$ cat config.mk
export PLATFORM = sky130hd
export DESIGN_NAME = uart_tx_arbiter
export DESIGN_NICKNAME = d
export VERILOG_FILES = /design/src/rtl/uart_pkg.sv /design/src/rtl/rr_picker.sv /design/src/rtl/uart_tx_arbiter.sv
export SDC_FILE = /design/constraint.sdc
export NUM_CORES = 1
export LEC_CHECK = 0
export ABC_AREA = 1
export CORE_MARGIN = 2
export CORE_UTILIZATION = 35
export CTS_BUF_LIST = sky130_fd_sc_hd__clkbuf_16
export CTS_CLUSTER_SIZE = 8
export DETAILED_ROUTE_END_ITERATION = 6
export MAX_ROUTING_LAYER = met4
export PLACE_DENSITY = 0.71
export SETUP_SLACK_MARGIN = 0.1
export SLEW_MARGIN = 20
export SYNTH_ARGS = -nofsm -noshare
export SYNTH_HDL_FRONTEND = slang
export SYNTH_HIERARCHICAL = 1
export SYNTH_SLANG_ARGS = --single-unit
$ cat constraint.sdc
create_clock -name clk -period 3.8 [get_ports clk]
set_input_delay 0.76 -clock clk [delete_from_list [all_inputs] [get_ports clk]]
set_output_delay 0.76 -clock clk [all_outputs]
set_load 0.01 [all_outputs]
$ cat src/rtl/uart_pkg.sv
// Shared definitions for the UART transmit arbiter: FSM state encoding and default byte width.
package uart_pkg;

    localparam int unsigned UART_DATA_BITS = 8;

    typedef enum logic [2:0] {
        ST_IDLE      = 3'd0,
        ST_ISSUE     = 3'd1,
        ST_WAIT_ACT  = 3'd2,
        ST_WAIT_CPLT = 3'd3,
        ST_GAP       = 3'd4
    } arb_state_e;

endpackage

$ cat src/rtl/rr_picker.sv
// Combinational round-robin search: first requester at or after last_grant+1 (mod N_REQ).
module rr_picker #(
    parameter int unsigned N_REQ = 4,
    localparam int unsigned IDX_W = $clog2(N_REQ)
) (
    input  logic [N_REQ-1:0] req,
    input  logic [IDX_W-1:0] last_grant,
    output logic             valid,
    output logic [IDX_W-1:0] idx
);

    int unsigned      cand;
    logic [IDX_W-1:0] cand_idx;

    // Walk from the farthest offset to the nearest so the nearest hit is the last write.
    always_comb begin
        valid    = 1'b0;
        idx      = '0;
        cand     = 0;
        cand_idx = '0;
        for (int unsigned off = N_REQ; off >= 1; off--) begin
            cand     = (32'(last_grant) + off) % N_REQ;
            cand_idx = IDX_W'(cand);
            if (req[cand_idx]) begin
                valid = 1'b1;
                idx   = cand_idx;
            end
        end
    end

endmodule

$ cat src/rtl/uart_tx_arbiter.sv
// Round-robin arbiter sharing one UART transmitter among N_REQ requesters.
// Optional watchdog on the transmitter handshake: define UART_TX_ARB_WATCHDOG_EN.
module uart_tx_arbiter
    import uart_pkg::*;
#(
    parameter int unsigned N_REQ          = 4,
    parameter int unsigned DATA_BITS      = UART_DATA_BITS,
    parameter int unsigned TIMEOUT_CYCLES = 2_000_000
) (
    input  logic                       clk,
    input  logic                       rst,
    input  logic [N_REQ-1:0]           req,
    input  logic [N_REQ*DATA_BITS-1:0] req_byte,
    output logic [N_REQ-1:0]           gnt,
    output logic [N_REQ-1:0]           done,
    output logic                       err,
    output logic                       busy,
    output logic [DATA_BITS-1:0]       tx_byte,
    output logic                       tx_en,
    input  logic                       tx_active,
    input  logic                       tx_cplt
);

    localparam int unsigned IDX_W = $clog2(N_REQ);

    arb_state_e           state_q, state_d;
    logic [IDX_W-1:0]     last_q, last_d;
    logic [IDX_W-1:0]     win_q, win_d;
    logic [DATA_BITS-1:0] byte_q, byte_d;
    logic                 pick_valid;
    logic [IDX_W-1:0]     pick_idx;
    logic                 timeout;

    rr_picker #(
        .N_REQ(N_REQ)
    ) u_picker (
        .req        (req),
        .last_grant (last_q),
        .valid      (pick_valid),
        .idx        (pick_idx)
    );

`ifdef UART_TX_ARB_WATCHDOG_EN
    localparam int unsigned WD_W = $clog2(TIMEOUT_CYCLES + 1);

    logic [WD_W-1:0] wd_q, wd_d;

    // Counts across both wait states; any other state clears it.
    always_comb begin
        wd_d = '0;
        if (state_q == ST_WAIT_ACT || state_q == ST_WAIT_CPLT) begin
            wd_d = wd_q + 1'b1;
        end
    end

    always_ff @(posedge clk) begin
        if (rst) begin
            wd_q <= '0;
        end else begin
            wd_q <= wd_d;
        end
    end

    assign timeout = (state_q == ST_WAIT_ACT || state_q == ST_WAIT_CPLT) &&
                     (wd_q == WD_W'(TIMEOUT_CYCLES - 1));
`else
    assign timeout = 1'b0;
`endif

    always_ff @(posedge clk) begin
        if (rst) begin
            state_q <= ST_IDLE;
            last_q  <= IDX_W'(N_REQ - 1);
            win_q   <= '0;
            byte_q  <= '0;
        end else begin
            state_q <= state_d;
            last_q  <= last_d;
            win_q   <= win_d;
            byte_q  <= byte_d;
        end
    end

    always_comb begin
        state_d = state_q;
        last_d  = last_q;
        win_d   = win_q;
        byte_d  = byte_q;
        case (state_q)
            ST_IDLE: begin
                if (pick_valid) begin
                    state_d = ST_ISSUE;
                    last_d  = pick_idx;
                    win_d   = pick_idx;
                    byte_d  = req_byte[32'(pick_idx) * DATA_BITS +: DATA_BITS];
                end
            end
            ST_ISSUE:     state_d = ST_WAIT_ACT;
            ST_WAIT_ACT: begin
                if (timeout)        state_d = ST_GAP;
                else if (tx_active) state_d = ST_WAIT_CPLT;
            end
            ST_WAIT_CPLT: begin
                if (timeout || tx_cplt) state_d = ST_GAP;
            end
            ST_GAP:       state_d = ST_IDLE;
            default:      state_d = ST_IDLE;
        endcase
    end

    always_comb begin
        gnt     = '0;
        done    = '0;
        err     = timeout;
        busy    = (state_q != ST_IDLE);
        tx_en   = (state_q == ST_ISSUE);
        tx_byte = byte_q;
        if (state_q == ST_IDLE && pick_valid && !rst) begin
            gnt[pick_idx] = 1'b1;
        end
        if (state_q == ST_WAIT_CPLT && tx_cplt && !timeout) begin
            done[win_q] = 1'b1;
        end
    end

endmodule

Yosys cells after proc, flatten, opt, wreduce, memory -nomap -nowiden:

Index checks and enable logic that the tools add are counted.

* flip-flop bits (word level): 15
* input port bits: 40
* output and inout bits: 19
* logic and storage cells: 59

* add/sub/neg operators: 4
* $lt $le $gt $ge: 8
* equality and inequality tests: 6
* shift operators: 1
* muxes and demuxes: 26
* reductions and logical operators: 10

Operators with widths (number)
* $shiftx 32x6->8: 1
* $lt 2x3->1 const B: 6
* $pmux 3 s4: 1
* $mux 1: 10
* $mux 3: 3
* $bmux 1 s2: 4
* $mux 2: 4
* $mux 4: 2
* $eq 3x2->1 const B: 2
* $ne 2x2->1 const B: 3
* $logic_and 1x1->1: 5
* $add 2x1->2 const B: 2
* $add 2x2->2 const B: 2
* $demux 1 s2: 2
* $ge 2x1->1 const B: 2
* $eq 3x1->1 const B: 1
* $logic_not 3->1: 1
* $reduce_and 3->1: 1
* $reduce_bool 3->1: 1
* $reduce_and 2->1: 1
* $logic_not 1->1: 1

Depth between registers and ports, before layout:

Gate-level depths: netlist of run 1.

* depth in word-level cells: 12
* depth in mapped cells: 16
* gate-level depth less buffers: 14

Modules after synthesis:

The synthesis of run 1 kept the hierarchy.

Modules (own cells, without submodules)
* uart_tx_arbiter: instances 1, cells an instance 146, area an instance 955.9 µm², sequential area each 300.3 µm²
* rr_picker: instances 1, cells an instance 51, area an instance 246.5 µm², sequential area each 0.0 µm²

Least setup slack after synthesis of run 1:

OpenSTA, ideal clock, no wires.

* path kind: input-to-output
* from: in req[2]
* to: out gnt[2]
* arrival time: 2.069 ns
* data required time: 3.040 ns
* path slack: 0.971 ns
* cell stages on the path: 9
* path buffers: 1
* cells stage by stage: inv_1 -> o21ai_1 -> nand2_1 -> nand2_1 -> nand3_1 -> a21boi_1 -> inv_2 -> buf_6 -> nor3_1

* word-level cells in the longest chain between the ends: 11
* elaborated cells between the ends (all ways): 24
* classes of those cells: 2 x order compare; 19 x mux; 3 x reduce/logical

RTL lines
* start: declaration: line uart_tx_arbiter.sv:12 `input logic [N_REQ-1:0] req,`
* $bmux 1 s2: line rr_picker.sv:24 `if (req[cand_idx]) begin`
* $mux 1 (implied by the code): line rr_picker.sv:24
* $mux 2 (3 in series): line rr_picker.sv:24
* $mux 2 *: line rr_picker.sv:24
* named net pick_idx[1]: line uart_tx_arbiter.sv:31 `logic [IDX_W-1:0] pick_idx;`
* $lt 2x3->1 (implied by the code) / $ge 2x1->1 (equally long branches): line uart_tx_arbiter.sv:119 `gnt[pick_idx] = 1'b1;`
* $logic_and 1x1->1 (implied by the code): line uart_tx_arbiter.sv:119
* $mux 1 (implied by the code): line uart_tx_arbiter.sv:119
* $demux 1 s2 *: line uart_tx_arbiter.sv:119
* $mux 4 *: line uart_tx_arbiter.sv:118 `if (state_q == ST_IDLE && pick_valid && !rst) begin`
* end: declaration: line uart_tx_arbiter.sv:14 `output logic [N_REQ-1:0] gnt,`

Mark *: on every way through the listed nets, which the timed path passes. The rest lies on a longest branch. The select of a mux whose other input is x is not followed.

Final worst setup path of run 1:

* from: in req[3]
* to: out gnt[2]

The elaborated chain is that of the path after synthesis.

==> results of run 1 <==
## metrics by stage
| stage | hold slack [ps] | power (mW) | setup slack (ps) | util (%) | instances |
|---|---|---|---|---|---|
| finish | 508 | 1.60 | 281 | 57.3 | 302 |
| global route | 533 | 1.75 | 130 | 57.3 | 302 |
| CTS | 509 | 1.61 | 278 | 57.0 | 302 |
| detailed placement | 498 | 1.40 | 291 | 54.6 | 298 |
| global placement | 493 | 1.39 | 292 | 54.6 | 298 |
| floorplan | 465 | 1.07 | 971 | - | 197 |
## where the power goes
group	internal, mW	switching, mW	total, mW	leakage [nW]
registers	0.220	0.0616	0.282	0.124
clock network	0.139	0.0613	0.200	0.0423
logic	0.460	0.655	1.11	0.746
total	0.819	0.778	1.60	0.913
## kinds of logic (layout without fill, tap and decap cells)
family	Yosys count	in the layout	share of synthesized area (%)
simple gates	128	128	50.8
buf+inv	29	88	12.6
compound gates	24	24	11.3
flops	15	15	25.0
other cells	1	1	0.312
## cells in the final DEF, fill, tap and decap left out
cell type / Yosys / routed
o21ai_2: 1 / 1
nor2_1: 14 / 14
conb_1: 1 / 1
dlymetal6s2s_1: 0 / 3
nor2_2: 2 / 2
a21boi_2: 0 / 1
o21bai_1: 1 / 1
a21oi_2: 2 / 2
o21ai_1: 9 / 9
nand4_1: 1 / 1
clkbuf_16: 0 / 3
nand2_1: 65 / 65
clkdlybuf4s50_1: 0 / 54
dfxtp_1: 15 / 15
nand3_1: 17 / 17
buf_4: 1 / 6
nor2_4: 1 / 1
nand3_4: 1 / 1
inv_2: 7 / 7
and2_4: 1 / 1
a21oi_1: 9 / 9
nor3_2: 6 / 6
nor3_1: 10 / 10
o21ai_0: 1 / 1
nand2_2: 10 / 10
inv_6: 1 / 1
inv_1: 13 / 14
## worst paths after layout
path | cells past startpoint | end
worst min-delay path | 2 | tx_byte[6]
worst min register to register | 2 | tx_byte[6]
worst max register to register | 15 | tx_byte[4]
worst max-delay path | 13 | gnt[2]
## final cells by class
cell class                      instances  area, um2
Clock inverter                          1       3.75
Clock buffer                            3       75.1
Fill cell                             343       1410
Tap cell                               46       57.6
Multi-Input combinational cell        153        754
Inverter                               21       83.8
Timing Repair Buffer                   63        623
Sequential cell                        15        300
## worst max-delay path: cells and delay by family
| kind | cells | cell delay [ps] |
|---|---|---|
| buffers and inverters | 5 | 1330 |
| AND/OR/NAND/NOR | 8 | 660 |
## registers in the layout, indices dropped and copies added, names as in the netlist
signal   flops
win_q        2
state_q      3
last_q       2
tx_byte      8
## timing repair
item / 4_1_cts / 5_1_grt
resized for setup: 0 / 4
setup buffers: 0 / 0
setup endpoints to repair: 0 / 3
## routing by layer
metal  vias up  global-route usage, %  wire [um]
met4         0                   3.33         27
met2        49                   30.9       1510
li1        745                      -          -
met5         -                      -          0
met3         4                   5.77        241
met1       588                   21.3       1510
==> flow_summary.ini, run 1 <==
[worst_setup_path]
rrSetupSlack_ps = 1660
slowest_delay_ps = 560
timing.critical_path.cells = clkdlybuf4s50_1, inv_1, nand2_1, nand3_1, nand2_1, inv_1, nand2_1, nand2_1, nand2_1, nand2_1, buf_4, nor3_1, clkdlybuf4s50_1
worst_setup_path_startpoint = req[3]
worst_path_max_delay_cell = clkdlybuf4s50_1
cp-end-kind = output pin
critPathArrivalTime_ps = 2760
crit_required_ps = 3040
setup.worst_path.class = input pin to output pin
startpoint_type = input pin
path_common_cell = nand2_1
r2r_start = last_q[0]
crit_fanout = 6

[sta]
layout_worst_path_cycle_share_pct = 92.6
fmax_ghz = 0.284
setup_violations = 0
period_needed_ps = 3520
tns_ps = 0
hold_viol_final = 0
worst_clock_skew_ps = 2.93
drv_slew = 0
rsz0062_at_grt = no

[grt]
grt_pass1_vias = 1268
antenna_found_initial = 0
grt.total_usage_pct = 18.2
globalRouteOverflowTotal = 0
grt_start_max_net_pins = 15
grt_pass1_wl_um = 5620

[finish]
layout.nets = 297
finalInstanceArea_um2 = 1900
areaGrowthSynthToFinish_pct = 57.9
drive_above_1_share_pct = 16.4
antennaDiodeCount = 0

[synth]
synth_enable_flop_cells = 0
syn_inst = 197
cell_types_occupying_the_most_area_after_synthesis = dfxtp_1 25%, nand2_1 20%, nand3_1 7.1%, nand2_2 5.2%, nor3_2 5.0%
yosys-top-cells-count = 65 x nand2_1, 17 x nand3_1, 15 x dfxtp_1
synth.avg_cell_area_um2 = 6.10
synthDominantAreaCellType = dfxtp_1
yosys.cell_count.top_type = nand2_1
fraction_of_synthesis_flops_using_an_asynchronous_set_or_reset_pin_pct = 0
yosysSeqAreaShare_pct = 25.0
mappedNetlistArea_um2 = 1200
ys_types = 26
synth-warning-count = 6
ys_seq_elements = 15
synth.net_count = 237
synth_top_area_share_pct = 25.0
synthFlopType = dfxtp_1

[hold_path]
min_path_type = register to register
hold_path_origin = tx_byte[6]

[power]
power_density_nw_per_um2 = 841
static-leakage-power_nw = 0.913
vdd_ir_drop_max_v = 0.000512

[clock_tree]
clock_sink_count = 15
clk_pin_slew_ps = 50
tritoncts.num_buffers = 3
clock_tree_from_tritoncts = built
clock-root-buffer = clkbuf_16
clock_latency_ps = 240
clock_tree.htree_level_count = 1
cts_hold_buf = 0
cts.path.max_buffers = 2

[routing]
ant_nets = 0
drc_errors = 0
route.detailed.vias_per_inst = 4.59
routed_wl_um = 3280
dr.first_iter.drc_count = 33
drtPass1Iterations = 4
vias = 1386
routedWlPerCell_um = 10.9

[die]
ios = 59
placementRows = 21
die_height_um = 62.6
coreArea_um2 = 3310
initial_utilization_pct = 36.3
fp.dieArea_um2 = 3920
die_width_um = 62.6

[outcome]
status = finished, final reports clean

[placed_design]
gp_congestion = 0.807
dpl_cell_area_um2 = 1810
place.detailed.hpwl_um = 2580
placement.io_buffers = 57

[run]
max-cap-violations = 0
Note: power is estimated with default switching activity, not from simulation.
==> run 2, diff against run 1 <==
--- a/config.mk
+++ b/config.mk
@@ -13,6 +13,7 @@
 export DETAILED_ROUTE_END_ITERATION = 6
 export MAX_ROUTING_LAYER = met4
 export PLACE_DENSITY = 0.71
+export REMOVE_ABC_BUFFERS = 1
 export SETUP_SLACK_MARGIN = 0.1
 export SLEW_MARGIN = 20
 export SYNTH_ARGS = -nofsm -noshare
==> constraint.sdc (replaced) <==
create_clock -name clk -period 3.8 [get_ports clk]
set_input_delay 0.95 -clock clk [delete_from_list [all_inputs] [get_ports clk]]
set_output_delay 0.95 -clock clk [all_outputs]
set_load 0.01 [all_outputs]
==> run 2 against run 1 <==
  * Critical path depth decreased by 1
  * Clock-buffer cell count unchanged
  * Largest cell class unchanged
  * First-iteration DRC count increased by 42%
==> flow_summary.ini, run 2 (synthesis results as in run 1) <==
[grt]
grt_start_max_net_pins = 19
antenna_found_initial = 0
globalRouteOverflowTotal = 0
grt.total_usage_pct = 16.9
grt_pass1_wl_um = 5270
grt_pass1_vias = 1263

[sta]
drv_slew = 0
hold_viol_final = 0
setup_violations = 0
layout_worst_path_cycle_share_pct = 92.3
rsz0062_at_grt = no
whs_ps = 507
fmax_ghz = 0.285
period_needed_ps = 3510
worst_clock_skew_ps = 2.51

[routing]
dr.first_iter.drc_count = 47
vias = 1358
drc_errors = 0
met2_length_um = 1410
drtPass1Iterations = 4
route.detailed.vias_per_inst = 4.48
m1WireLength_um = 1420
dr_wl_met3_um = 180
routed_wl_um = 3030
top_layer_used = met4
routedWlPerCell_um = 9.99
ant_nets = 0

[worst_setup_path]
ff2ff_path_depth = 12
timing.rr.end = tx_byte[4]
r2r_start = last_q[0]
crit_fanout = 4
crit_required_ps = 2850
cp-end-kind = output pin
setup.worst_path.class = input pin to output pin
critPathArrivalTime_ps = 2560
rrSetupSlack_ps = 1640
timing.critical_path.to = gnt[1]
startpoint_type = input pin
worst_setup_path_startpoint = req[3]

[die]
initial_utilization_pct = 36.3
coreArea_um2 = 3310
fp.dieArea_um2 = 3920
die_width_um = 62.6
ios = 59
die_height_um = 62.6
placementRows = 21

[finish]
drive_above_1_share_pct = 16.7
max_reg_flops = 8
antennaDiodeCount = 0
area.sequential_um2 = 300
finalInstanceArea_um2 = 1890
multi_input_area_um2 = 754
layout_commonest_cell = nand2_1
fillerInstances = 337
final_cell_count_no_fill = 303
final_cell_mix = 65 x nand2_1, 53 x clkdlybuf4s50_1, 17 x nand3_1
layout.nets = 298
areaGrowthSynthToFinish_pct = 57.4

[hold_path]
min_path_type = register to register

[clock_tree]
clock_tree_from_tritoncts = built
clock_latency_ps = 240
cts.path.max_buffers = 2
clock_tree.htree_level_count = 1
cts_hold_buf = 0
clk_pin_slew_ps = 50
clock_sink_count = 15
tritoncts.num_buffers = 3
clock-root-buffer = clkbuf_16

[run]
max-cap-violations = 0

[placed_design]
dpl_cell_area_um2 = 1820
gp_congestion = 0.772
place.detailed.hpwl_um = 2320
placement.io_buffers = 57
dp_cells = 299

[power]
static-leakage-power_nw = 0.883
power_density_nw_per_um2 = 832
post-layout-total-power_mw = 1.57
vdd_ir_drop_max_v = 0.000401

[outcome]
status = finished, final reports clean
run 2: critical path, stage by stage:
cell             delay, ps
clkdlybuf4s50_1        510
inv_1                   60
nand2_1                 50
nand3_1                100
nand2_1                 70
inv_1                   40
nand2_1                 60
nand3_1                 70
nand2_1                150
inv_2                   60
nor3_1                 150
dlygate4sd2_1          290
run 2: layout make-up:
class	count	area share [%]
repair buffers	64	32.7
multi-input cells	153	39.9
well taps	46	3.04
flip-flops and latches	15	15.9
inverters	21	4.43
clock buffers	3	3.97
clock inverters	1	0.198
run 2: stage by stage:
step	utilization (%)	setup slack, ps	setup TNS, ps
5_1_grt	57.2	135	0
3_3_place_gp	54.8	18.7	0
2_1_floorplan	-	563	0
3_5_place_dp	54.8	-4.23	-4.23
6_report	57.2	293	0
4_1_cts	57.2	285	0
run 2: power breakdown:
part           switching (mW)  internal, mW
Combinational           0.634         0.453
Clock                  0.0640         0.139
Sequential             0.0638         0.220
run 2: metal layers:
metal / vias up / track usage (%)
met5: - / -
met4: 0 / 5.00
met3: 2 / 4.32
met2: 36 / 29.8
met1: 576 / 18.7
li1: 744 / -
run 2: how the worst min path moves through the flow:
stage / startpoint / to / slack, ps / cells past startpoint
final: win_q[0] / win_q[0] / 510 / 2
after global routing: win_q[0] / win_q[0] / 530 / 2
after CTS: win_q[0] / win_q[0] / 510 / 2
after detailed placement: tx_byte[4] / tx_byte[4] / 500 / 2
after global placement: tx_byte[5] / tx_byte[5] / 490 / 2
after floorplan: win_q[0] / win_q[0] / 480 / 2
run 2: repair_timing:
action | in CTS | in global routing
hold endpoints to repair | 0 | 0
endpoints found under the setup margin | 4 | 0
buffers inserted | 0 | 0
resized for setup | 5 | 0
==> run 3, diff against run 2 <==
--- a/config.mk
+++ b/config.mk
@@ -7,12 +7,13 @@
 export LEC_CHECK = 0
 export ABC_AREA = 1
 export CORE_MARGIN = 2
-export CORE_UTILIZATION = 35
+export CORE_UTILIZATION = 43
 export CTS_BUF_LIST = sky130_fd_sc_hd__clkbuf_16
+export CTS_CLUSTER_DIAMETER = 100
 export CTS_CLUSTER_SIZE = 8
 export DETAILED_ROUTE_END_ITERATION = 6
 export MAX_ROUTING_LAYER = met4
-export PLACE_DENSITY = 0.71
+export PLACE_DENSITY = 0.85
 export REMOVE_ABC_BUFFERS = 1
 export SETUP_SLACK_MARGIN = 0.1
 export SLEW_MARGIN = 20
==> run 3 against run 2 <==
  * Clock-buffer cell count unchanged
  * Fmax decreased by 2.0%
  * Via count rose by 3.8%
  * Die area is 17% lower
  * Sequential share of layout area barely moved
  * Cell area down 0.13%
  * Sequential power barely moved
  * Core utilization up 13 points
  * Final cell count is 3.6% lower
  * First-iteration DRC count down 4.3%
  * Critical path depth did not move
  * Critical path type unchanged
  * Critical endpoint unchanged
  * Highest routed layer unchanged
==> flow_summary.ini, run 3 (synthesis results as in run 1) <==
[grt]
grt_pass1_wl_um = 5340
grt.total_usage_pct = 21.1
globalRouteOverflowTotal = 0
grt_pass1_vias = 1330
grt_start_max_net_pins = 15
antenna_found_initial = 0

[clock_tree]
cts.path.max_buffers = 2
clock_tree.htree_level_count = 1
clk_pin_slew_ps = 50
clock_latency_ps = 250
cts_hold_buf = 0
clock-root-buffer = clkbuf_16
clock_sink_count = 15
cts_post_setup_buffers_inserted = 0
clock_tree_from_tritoncts = built
tritoncts.num_buffers = 3

[sta]
whs_ps = 512
hold_viol_final = 0
worst_clock_skew_ps = 1.46
tns_ps = 0
period_needed_ps = 3580
drv_slew = 0
setup_violations = 0
rsz0062_at_grt = no
fmax_ghz = 0.280
setup_slack_ps = 223
layout_worst_path_cycle_share_pct = 94.1

[die]
initial_utilization_pct = 44.4
die_width_um = 56.9
die_height_um = 56.9
ios = 59
fp.dieArea_um2 = 3240
coreArea_um2 = 2710
placementRows = 19

[finish]
fin_util_pct = 69.8
finalInstanceArea_um2 = 1890
layout.nets = 302
fillerInstances = 231
antennaDiodeCount = 0
layout_commonest_cell = nand2_1
final_cell_mix = 65 x nand2_1, 53 x clkdlybuf4s50_1, 17 x nand3_1
max_reg_flops = 8
final_cell_count_no_fill = 292
drive_above_1_share_pct = 19.2
areaGrowthSynthToFinish_pct = 57.2

[routing]
vias = 1409
drtPass1Iterations = 4
drc_errors = 0
dr.first_iter.drc_count = 45
ant_nets = 0
routed_wl_um = 3160
routedWlPerCell_um = 10.8
route.detailed.vias_per_inst = 4.83

[power]
power_density_nw_per_um2 = 864
p_sw_mw = 0.775
fraction_of_power_spent_switching_nets_pct = 47.5
p_int_mw = 0.858
static-leakage-power_nw = 0.890
post-layout-total-power_mw = 1.63
combPwrFrac_pct = 70.0
vdd_ir_drop_max_v = 0.000656
power.share.sequential_pct = 17.5
clockPowerShare_pct = 12.5

[placed_design]
dp_slack_ps = -128
dpl_cell_area_um2 = 1830
place.detailed.hpwl_um = 2540
dp_cells = 288
gp_congestion = 0.859
placement.io_buffers = 57

[worst_setup_path]
cp-end-kind = output pin
crit_fanout = 4
setup.worst_path.class = input pin to output pin
startpoint_type = input pin
crit_required_ps = 2850
critPathArrivalTime_ps = 2630

[run]
max-cap-violations = 0

[hold_path]
min_path_type = register to register

[outcome]
status = finished, final reports clean
## run 3: changes by cell type in the layout (fill, tap and decap cells not counted), sizes merged
cell         change
buf              +4
clkbuf           +3
dlygate4sd2      -3
clkinv           +1
inv              -1
## run 3: worst max-delay path: stages
cell and delay, ps:
clkdlybuf4s50_1 450, inv_1 50, o21ai_2 170, nand2_1 110
nand2_1 80, inv_2 40, nand2_1 70, nand2_1 60
nand2_1 120, inv_2 70, nor3_1 150, dlygate4sd2_1 300
## run 3: power groups by stage
stage	clock (mW)	combinational, mW	sequential [mW]
after global routing	0.215	1.27	0.296
after detailed placement	0	1.15	0.287
after global placement	0	1.14	0.285
final	0.204	1.14	0.286
after CTS	0.205	1.15	0.286
after floorplan	0	0.697	0.290
## run 3: path summary, 6_finish.rpt
check                  start         end  slack, ps  cells past startpoint
hold / removal    tx_byte[3]  tx_byte[3]        510                      2
hold reg to reg   tx_byte[3]  tx_byte[3]        510                      2
setup reg to reg   last_q[0]  tx_byte[6]       1670                     15
setup / recovery      req[1]      gnt[1]        220                     12
## run 3: cell type report
class	count	area, um2	area share [%]
flip-flops and latches	15	300	15.9
multi-input cells	153	751	39.7
repair buffers	68	637	33.7
inverters	21	83.8	4.43
clock buffers	3	75.1	3.97
clock inverters	1	5.00	0.265
well taps	31	38.8	2.05
## run 3: layer usage
layer | global-route usage, % | vias up | routed length, um | share of wire [%]
met1 | 23.9 | 589 | 1350 | 43
met4 | 8.64 | 0 | 59 | 1.9
met3 | 6.68 | 8 | 312 | 9.9
met5 | - | - | 0 | 0
li1 | - | 754 | - | -
met2 | 34.3 | 58 | 1440 | 45
## run 3: timing repair
item / in CTS / in global routing
pin swaps: 0 / 0
endpoints found under the setup margin: 4 / 3
gates resized for setup: 4 / 8
